### src/rtl/vmem_slot_sched_if.sv
// Port bundle between the video fetcher, the CPU and the DRAM-side scheduler.
// The master modport is the requester side; the slave modport is vmem_slot_sched.
interface vmem_slot_sched_if;
   logic        video_go;
   logic [1:0]  video_bw;
   logic [20:0] video_addr;
   logic        video_next;
   logic        video_strobe;

   logic        cpu_req;
   logic        cpu_rnw;
   logic [20:0] cpu_addr;
   logic        cpu_next;
   logic        cpu_strobe;

   logic [20:0] dram_addr;
   logic        dram_req;
   logic        dram_rnw;
   logic        dram_rfsh;
   logic [2:0]  slot;

   modport master (
      output video_go, video_bw, video_addr, cpu_req, cpu_rnw, cpu_addr,
      input  video_next, video_strobe, cpu_next, cpu_strobe,
      input  dram_addr, dram_req, dram_rnw, dram_rfsh, slot
   );

   modport slave (
      input  video_go, video_bw, video_addr, cpu_req, cpu_rnw, cpu_addr,
      output video_next, video_strobe, cpu_next, cpu_strobe,
      output dram_addr, dram_req, dram_rnw, dram_rfsh, slot
   );
endinterface

### src/rtl/vmem_slot_sched.sv
// DRAM slot scheduler: 8-slot window arbitrating video, refresh and CPU cycles.
// Refresh generation is present only when VMEM_SCHED_RFSH_EN is defined.
module vmem_slot_sched #(
   parameter int unsigned RFSH_PERIOD  = 64,
   parameter int unsigned RFSH_MAXPEND = 3
) (
   input logic              clk,
   input logic              rst,
   input logic              cend,
   input logic              pre_cend,
   vmem_slot_sched_if.slave bus
);
   typedef enum logic [1:0] {GNT_IDLE, GNT_VIDEO, GNT_RFSH, GNT_CPU} gnt_e;

   logic [2:0]  slot_p1;
   logic [2:0]  slot_nxt;
   gnt_e        gnt_d;
   gnt_e        gnt_p0;
   logic        rfsh_due;
   logic        dram_req_p1;
   logic        dram_rnw_p1;
   logic [20:0] dram_addr_p1;
   logic        vtag_p1;
   logic        ctag_p1;

   function automatic logic slot_reserved(input logic [2:0] s, input logic [1:0] bw);
      case (bw)
         2'b00:   slot_reserved = (s == 3'd0);
         2'b01:   slot_reserved = (s[1:0] == 2'b00);
         2'b10:   slot_reserved = ~s[0];
         default: slot_reserved = 1'b1;
      endcase
   endfunction

   // Grant priority for the slot about to start; video ownership of a reserved
   // slot also keeps the CPU out of it.
   always_comb begin
      slot_nxt = slot_p1 + 3'd1;
      gnt_d    = GNT_IDLE;
      if (bus.video_go && slot_reserved(slot_nxt, bus.video_bw))
         gnt_d = GNT_VIDEO;
      else if (rfsh_due)
         gnt_d = GNT_RFSH;
      else if (bus.cpu_req)
         gnt_d = GNT_CPU;
   end

   // Stage 0: decision captured on pre_cend, consumed (and cleared) on cend
   always_ff @(posedge clk or posedge rst) begin
      if (rst)
         gnt_p0 <= GNT_IDLE;
      else if (pre_cend)
         gnt_p0 <= gnt_d;
      else if (cend)
         gnt_p0 <= GNT_IDLE;
   end

   // Stage 1: cycle started on cend, held until the next cend
   always_ff @(posedge clk or posedge rst) begin
      if (rst) begin
         slot_p1      <= 3'd0;
         dram_req_p1  <= 1'b0;
         dram_rnw_p1  <= 1'b0;
         dram_addr_p1 <= 21'd0;
         vtag_p1      <= 1'b0;
         ctag_p1      <= 1'b0;
      end else if (cend) begin
         slot_p1     <= slot_nxt;
         dram_req_p1 <= (gnt_p0 == GNT_VIDEO) || (gnt_p0 == GNT_CPU);
         vtag_p1     <= (gnt_p0 == GNT_VIDEO);
         ctag_p1     <= (gnt_p0 == GNT_CPU) && bus.cpu_rnw;
         case (gnt_p0)
            GNT_VIDEO: begin
               dram_addr_p1 <= bus.video_addr;
               dram_rnw_p1  <= 1'b1;
            end
            GNT_CPU: begin
               dram_addr_p1 <= bus.cpu_addr;
               dram_rnw_p1  <= bus.cpu_rnw;
            end
            default: ;
         endcase
      end
   end

   // Handshakes are combinational on cend so they cover exactly that clk;
   // strobes report the cycle that the same cend finishes.
   assign bus.video_next   = cend && (gnt_p0 == GNT_VIDEO);
   assign bus.cpu_next     = cend && (gnt_p0 == GNT_CPU);
   assign bus.video_strobe = cend && vtag_p1;
   assign bus.cpu_strobe   = cend && ctag_p1;
   assign bus.dram_req     = dram_req_p1;
   assign bus.dram_rnw     = dram_rnw_p1;
   assign bus.dram_addr    = dram_addr_p1;
   assign bus.slot         = slot_p1;

`ifdef VMEM_SCHED_RFSH_EN
   localparam logic [7:0] DIV_LAST = 8'(RFSH_PERIOD - 1);
   localparam logic [2:0] PEND_MAX = 3'(RFSH_MAXPEND);

   logic [7:0] div_q;
   logic [2:0] pend_q;
   logic       div_wrap;
   logic       rfsh_take;
   logic       dram_rfsh_p1;

   // A coincident request and grant cancel, leaving the backlog unchanged.
   function automatic logic [2:0] pend_sat(input logic [2:0] p, input logic inc,
                                           input logic dec);
      pend_sat = p;
      if (inc && !dec && (p < PEND_MAX))
         pend_sat = p + 3'd1;
      else if (dec && !inc && (p != 3'd0))
         pend_sat = p - 3'd1;
   endfunction

   assign div_wrap  = (div_q == DIV_LAST);
   assign rfsh_take = (gnt_p0 == GNT_RFSH);
   assign rfsh_due  = (pend_q != 3'd0);

   always_ff @(posedge clk or posedge rst) begin
      if (rst) begin
         div_q        <= 8'd0;
         pend_q       <= 3'd0;
         dram_rfsh_p1 <= 1'b0;
      end else if (cend) begin
         div_q        <= div_wrap ? 8'd0 : div_q + 8'd1;
         pend_q       <= pend_sat(pend_q, div_wrap, rfsh_take);
         dram_rfsh_p1 <= rfsh_take;
      end
   end

   assign bus.dram_rfsh = dram_rfsh_p1;
`else
   logic params_unused;
   assign params_unused = ^{RFSH_PERIOD, RFSH_MAXPEND};
   assign rfsh_due      = 1'b0;
   assign bus.dram_rfsh = 1'b0;
`endif

endmodule

### src/flat_wrapper.sv
// flat-port wrapper written by rule: the top's interface ports become plain ports
module vmem_slot_sched_flat 
#(
   parameter int unsigned RFSH_PERIOD  = 64,
   parameter int unsigned RFSH_MAXPEND = 3
)
  (clk, rst, cend, pre_cend, bus_video_go, bus_video_bw, bus_video_addr, bus_cpu_req, bus_cpu_rnw, bus_cpu_addr, bus_video_next, bus_video_strobe, bus_cpu_next, bus_cpu_strobe, bus_dram_addr, bus_dram_req, bus_dram_rnw, bus_dram_rfsh, bus_slot);
  vmem_slot_sched_if bus_i ();
  input logic clk;
  input logic rst;
  input logic cend;
  input logic pre_cend;
  input wire logic [$bits(bus_i.video_go)-1:0] bus_video_go;
  input wire logic [$bits(bus_i.video_bw)-1:0] bus_video_bw;
  input wire logic [$bits(bus_i.video_addr)-1:0] bus_video_addr;
  input wire logic [$bits(bus_i.cpu_req)-1:0] bus_cpu_req;
  input wire logic [$bits(bus_i.cpu_rnw)-1:0] bus_cpu_rnw;
  input wire logic [$bits(bus_i.cpu_addr)-1:0] bus_cpu_addr;
  output wire logic [$bits(bus_i.video_next)-1:0] bus_video_next;
  output wire logic [$bits(bus_i.video_strobe)-1:0] bus_video_strobe;
  output wire logic [$bits(bus_i.cpu_next)-1:0] bus_cpu_next;
  output wire logic [$bits(bus_i.cpu_strobe)-1:0] bus_cpu_strobe;
  output wire logic [$bits(bus_i.dram_addr)-1:0] bus_dram_addr;
  output wire logic [$bits(bus_i.dram_req)-1:0] bus_dram_req;
  output wire logic [$bits(bus_i.dram_rnw)-1:0] bus_dram_rnw;
  output wire logic [$bits(bus_i.dram_rfsh)-1:0] bus_dram_rfsh;
  output wire logic [$bits(bus_i.slot)-1:0] bus_slot;
  assign bus_i.video_go = bus_video_go;
  assign bus_i.video_bw = bus_video_bw;
  assign bus_i.video_addr = bus_video_addr;
  assign bus_i.cpu_req = bus_cpu_req;
  assign bus_i.cpu_rnw = bus_cpu_rnw;
  assign bus_i.cpu_addr = bus_cpu_addr;
  assign bus_video_next = bus_i.video_next;
  assign bus_video_strobe = bus_i.video_strobe;
  assign bus_cpu_next = bus_i.cpu_next;
  assign bus_cpu_strobe = bus_i.cpu_strobe;
  assign bus_dram_addr = bus_i.dram_addr;
  assign bus_dram_req = bus_i.dram_req;
  assign bus_dram_rnw = bus_i.dram_rnw;
  assign bus_dram_rfsh = bus_i.dram_rfsh;
  assign bus_slot = bus_i.slot;
  vmem_slot_sched #(.RFSH_PERIOD(RFSH_PERIOD), .RFSH_MAXPEND(RFSH_MAXPEND)) u_core (.clk(clk), .rst(rst), .cend(cend), .pre_cend(pre_cend), .bus(bus_i));
endmodule
### config.mk
export PLATFORM = sky130hd
export DESIGN_NAME = vmem_slot_sched_flat
export DESIGN_NICKNAME = d
export VERILOG_FILES = /design/src/rtl/vmem_slot_sched_if.sv /design/src/rtl/vmem_slot_sched.sv /design/src/flat_wrapper.sv
export SDC_FILE = /design/constraint.sdc
export NUM_CORES = 1
export LEC_CHECK = 0
export CAP_MARGIN = 20
export CORE_ASPECT_RATIO = 1.1
export CORE_MARGIN = 10
export CORE_UTILIZATION = 38
export CTS_CLUSTER_SIZE = 16
export DETAILED_ROUTE_END_ITERATION = 8
export PLACE_DENSITY_LB_ADDON = 0.15
export SLEW_MARGIN = 20
export SYNTH_ARGS = -nofsm -noshare
export SYNTH_HDL_FRONTEND = slang
export SYNTH_SLANG_ARGS = --single-unit
### constraint.sdc
create_clock -name clk -period 1.4 [get_ports clk]
set_input_delay 0.21 -clock clk [delete_from_list [all_inputs] [get_ports clk]]
set_output_delay 0.21 -clock clk [all_outputs]
set_load 0.01 [all_outputs]
==> summary.md <==
| Metric | Value |
|---|---|
| Status | complete, no violations |
| Non-filler cells, final | between 200 and 300 |
| Number of synthesized flops with an enable pin | 0 |
| Initial Util | 39.48% |
| Initial antenna violation count | 0 |
| Syn_nets | 187 |
| Share of post-route cells with drive strength above 1 | 9.502% |
| Crit. End Element | primary output |
| Critical path buffer and inverter count | 1 |
| Total vias in the final route | 1258 |
| CTS tree | done |
| Cell Area, Synth | 1431 µm² |
| Critical path class | register to primary output |
| Xor/xnor share of the synthesized area | 1.836% |
| Final Setup Violations | 0 |
| Remaining antenna violation count after routing | 0 |
| CP max FO | 2 |
| Seq/Total Area, Yosys | 52.45% |
| Syn avg cell area | 10.68 µm² |
| Clock sink count | 30 |
| Drt wl/cell | 15.80 µm |
| Top-Level Pins | 82 |
| Maximum vdd drop | 0.8347 mV |
| Via density | between 4 and 5 |
| Yosys warnings | 0 |
| Worst Setup Start Kind | register |
| RSZ-0062 raised after global routing | no |
| GRT Residual Overflow | 0 |
| Synth Area in Compound Gates | 12.41% |
| First-pass GRT wire length | between 6000 and 7000 µm |
| Critical path cell sequence | clkdlybuf4s50_1 |
| Top cell family by delay on the critical path | buffers and inverters |
| Pre-Repair DR Iteration Count | 4 |
| Static Leak | 0.001248 µW |
| Unique masters post-synth | 27 |
| Max clock buf depth | 2 |
| Clock Latency Late Sink | 0.28 ns |
| Simple-Gate Fraction of Synth Area | 9.091% |
| Core Box Area | 3626 µm² |
| CTS Root Cell | clkbuf_8 |
| Routed WL | 4283 µm |
| Critical Path Max Stage Delay | 0.54 ns |
| Detail Placement HPWL | 3416 µm |
| Rows | 23 |
| Area grow syn2layout | 68.53% |
| Fmax | 731.5 MHz |
| Antenna Cells | 0 |
| GRT Resource Usage Total | 13.14% |
| Worst-path clk slew | 0.06 ns |
| WHS | 0.2984 ns |
| Worst path slowest cell | clkdlybuf4s50_1 |
| Largest family of logic cells by synthesized area | multiplexers |
| Maxcap violations | 0 |
| Post-route DRC | 0 |
| Final Cycle Share | 97.65% |
| Routability-driven placement congestion ratio | 0.7526 |
| Cts hold-fix bufs | 0 |
| Nets | 273 |
| FF+latch count, synth | 30 |
| Ys flop type | dfrtp_1 |
| CP arrival | around 1.2 ns |
| Die Area | 6624 µm² |
| Vias in the first global route | 1372 |
| Die X | 78.52 µm |
| Ys async rst share | between 90% and 100% |
| Clock Skew | 0.004027 ns |
| Total Power | 3102 µW |
| Post-synthesis mux area share | about 15% |
| Die Y | 84.37 µm |
| Pins Over Slew Limit | 0 |
| I/O Buffers | 80 |
| Power per Cell Area | roughly 1300 nW/µm² |
| Iteration-0 DRC count of the detailed router | 75 |
| Adder and majority cell fraction of the synthesized area | roughly 1.7% |
| Share of the core filled with cells | 66.53% |
| Placed cells | roughly 260 |
| Worst EP required | 1.19 ns |
| Setup_tns | 0 ns |
| Htree depth | 2 |
| Fin. Hold Viols | 0 |
| Final min period | ~1.4 ns |
| Hold WC Path Type | primary input to asynchronous set/reset pin |
| Largest net degree at the start of global routing | 44 |
| CTS Buf Count | 5 |
| Post-Synthesis Cells | 134 |
==> cell families after synthesis <==
kind of cell / Yosys count
xor+xnor: 3
mux: 22
buf+inv: 14
simple gates: 31
flops: 30
fa+ha+maj: 2
compound gates: 31
other cells: 1
==> state kept, by name, summed over array words and instances, names as in the netlist <==
name                  count
u_core.bus.dram_addr     21
u_core.bus.dram_req       1
u_core.bus.dram_rnw       1
u_core.ctag_p1            1
u_core.gnt_p0             2
u_core.vtag_p1            1
u_core.bus.slot           3
==> power by group <==
group	internal, µW	switching [µW]
registers	1080	134
logic	602	484
clock network	495	307
==> area by class of cell <==
type	count	area, µm²
Clock buffer	8	110.1
Fill cell	318	1214
Inverter	5	18.77
Multi-Input combinational cell	90	584.3
Sequential cell	30	752.0
Tap cell	50	62.56
Timing Repair Buffer	88	884.6
==> tightest hold or removal path: cells and delay by family <==
family / cells / cell delay, ns
buffers and inverters: 3 / 0.77
==> synthesized netlist by cell type, types with 2 or more instances <==
| library cell | instances | area [µm²] |
|---|---|---|
| dfrtp_1 | 30 | 750.7 |
| nand2_1 | 22 | 82.58 |
| mux2i_1 | 21 | 210.2 |
| o21ai_1 | 18 | 90.09 |
| inv_1 | 5 | 18.77 |
| buf_4 | 4 | 30.03 |
| nor2_1 | 4 | 15.01 |
| o21ai_0 | 4 | 20.02 |
| a21oi_1 | 2 | 10.01 |
| a31oi_1 | 2 | 12.51 |
| and2_1 | 2 | 12.51 |
| buf_2 | 2 | 10.01 |
| buf_6 | 2 | 22.52 |
| ha_1 | 2 | 25.02 |
| xnor2_1 | 2 | 17.52 |
==> cells in the final DEF, fill, tap and decap left out, drive strengths merged, types with 5 or more instances in the layout <==
cell           count
dfrtp             30
o21ai             22
buf                8
inv                5
clkbuf             9
clkdlybuf4s50     50
dlygate4sd2       11
mux2i             21
dlymetal6s2s      17
nand2             23
==> layer usage <==
layer / global-route usage [%] / part of all wire (%) / vias to the layer above
met5: 0 / 0 / -
met4: 4.078 / 1.6 / 0
met3: 6.930 / 9.2 / 7
met2: 20.73 / 48 / 54
met1: 14.98 / 41 / 571
li1: - / - / 626
==> repair_timing <==
item | 4_1_cts | 5_1_grt
gates resized for setup | 15 | 19
endpoints found under the setup margin | 12 | 19
buffers inserted | 0 | 1
==> through the flow <==
| step | cell area [µm²] | setup WS, ns |
|---|---|---|
| floorplan | 1431 | 0.1601 |
| global placement | 2270 | -0.3347 |
| detailed placement | 2270 | -0.3962 |
| CTS | 2366 | 0.002022 |
| global route | 2412 | 0.005671 |
| finish | 2412 | 0.03287 |
==> final timing paths <==
check	from	end	slack, ns	cells past startpoint
max in group asynchronous	rst	u_core.bus.slot[0]	0.80	3
worst max register to register	u_core.bus.slot[0]	u_core.gnt_p0[1]	0.13	4
worst min-delay path	rst	u_core.bus.dram_addr[11]	0.30	3
worst min register to register	u_core.bus.dram_addr[0]	u_core.bus.dram_addr[0]	0.47	2
worst max-delay path	u_core.bus.dram_addr[8]	bus_dram_addr[8]	0.03	1
min in group clk	cend	u_core.vtag_p1	0.41	2
Power figures use the tool's default switching activity.
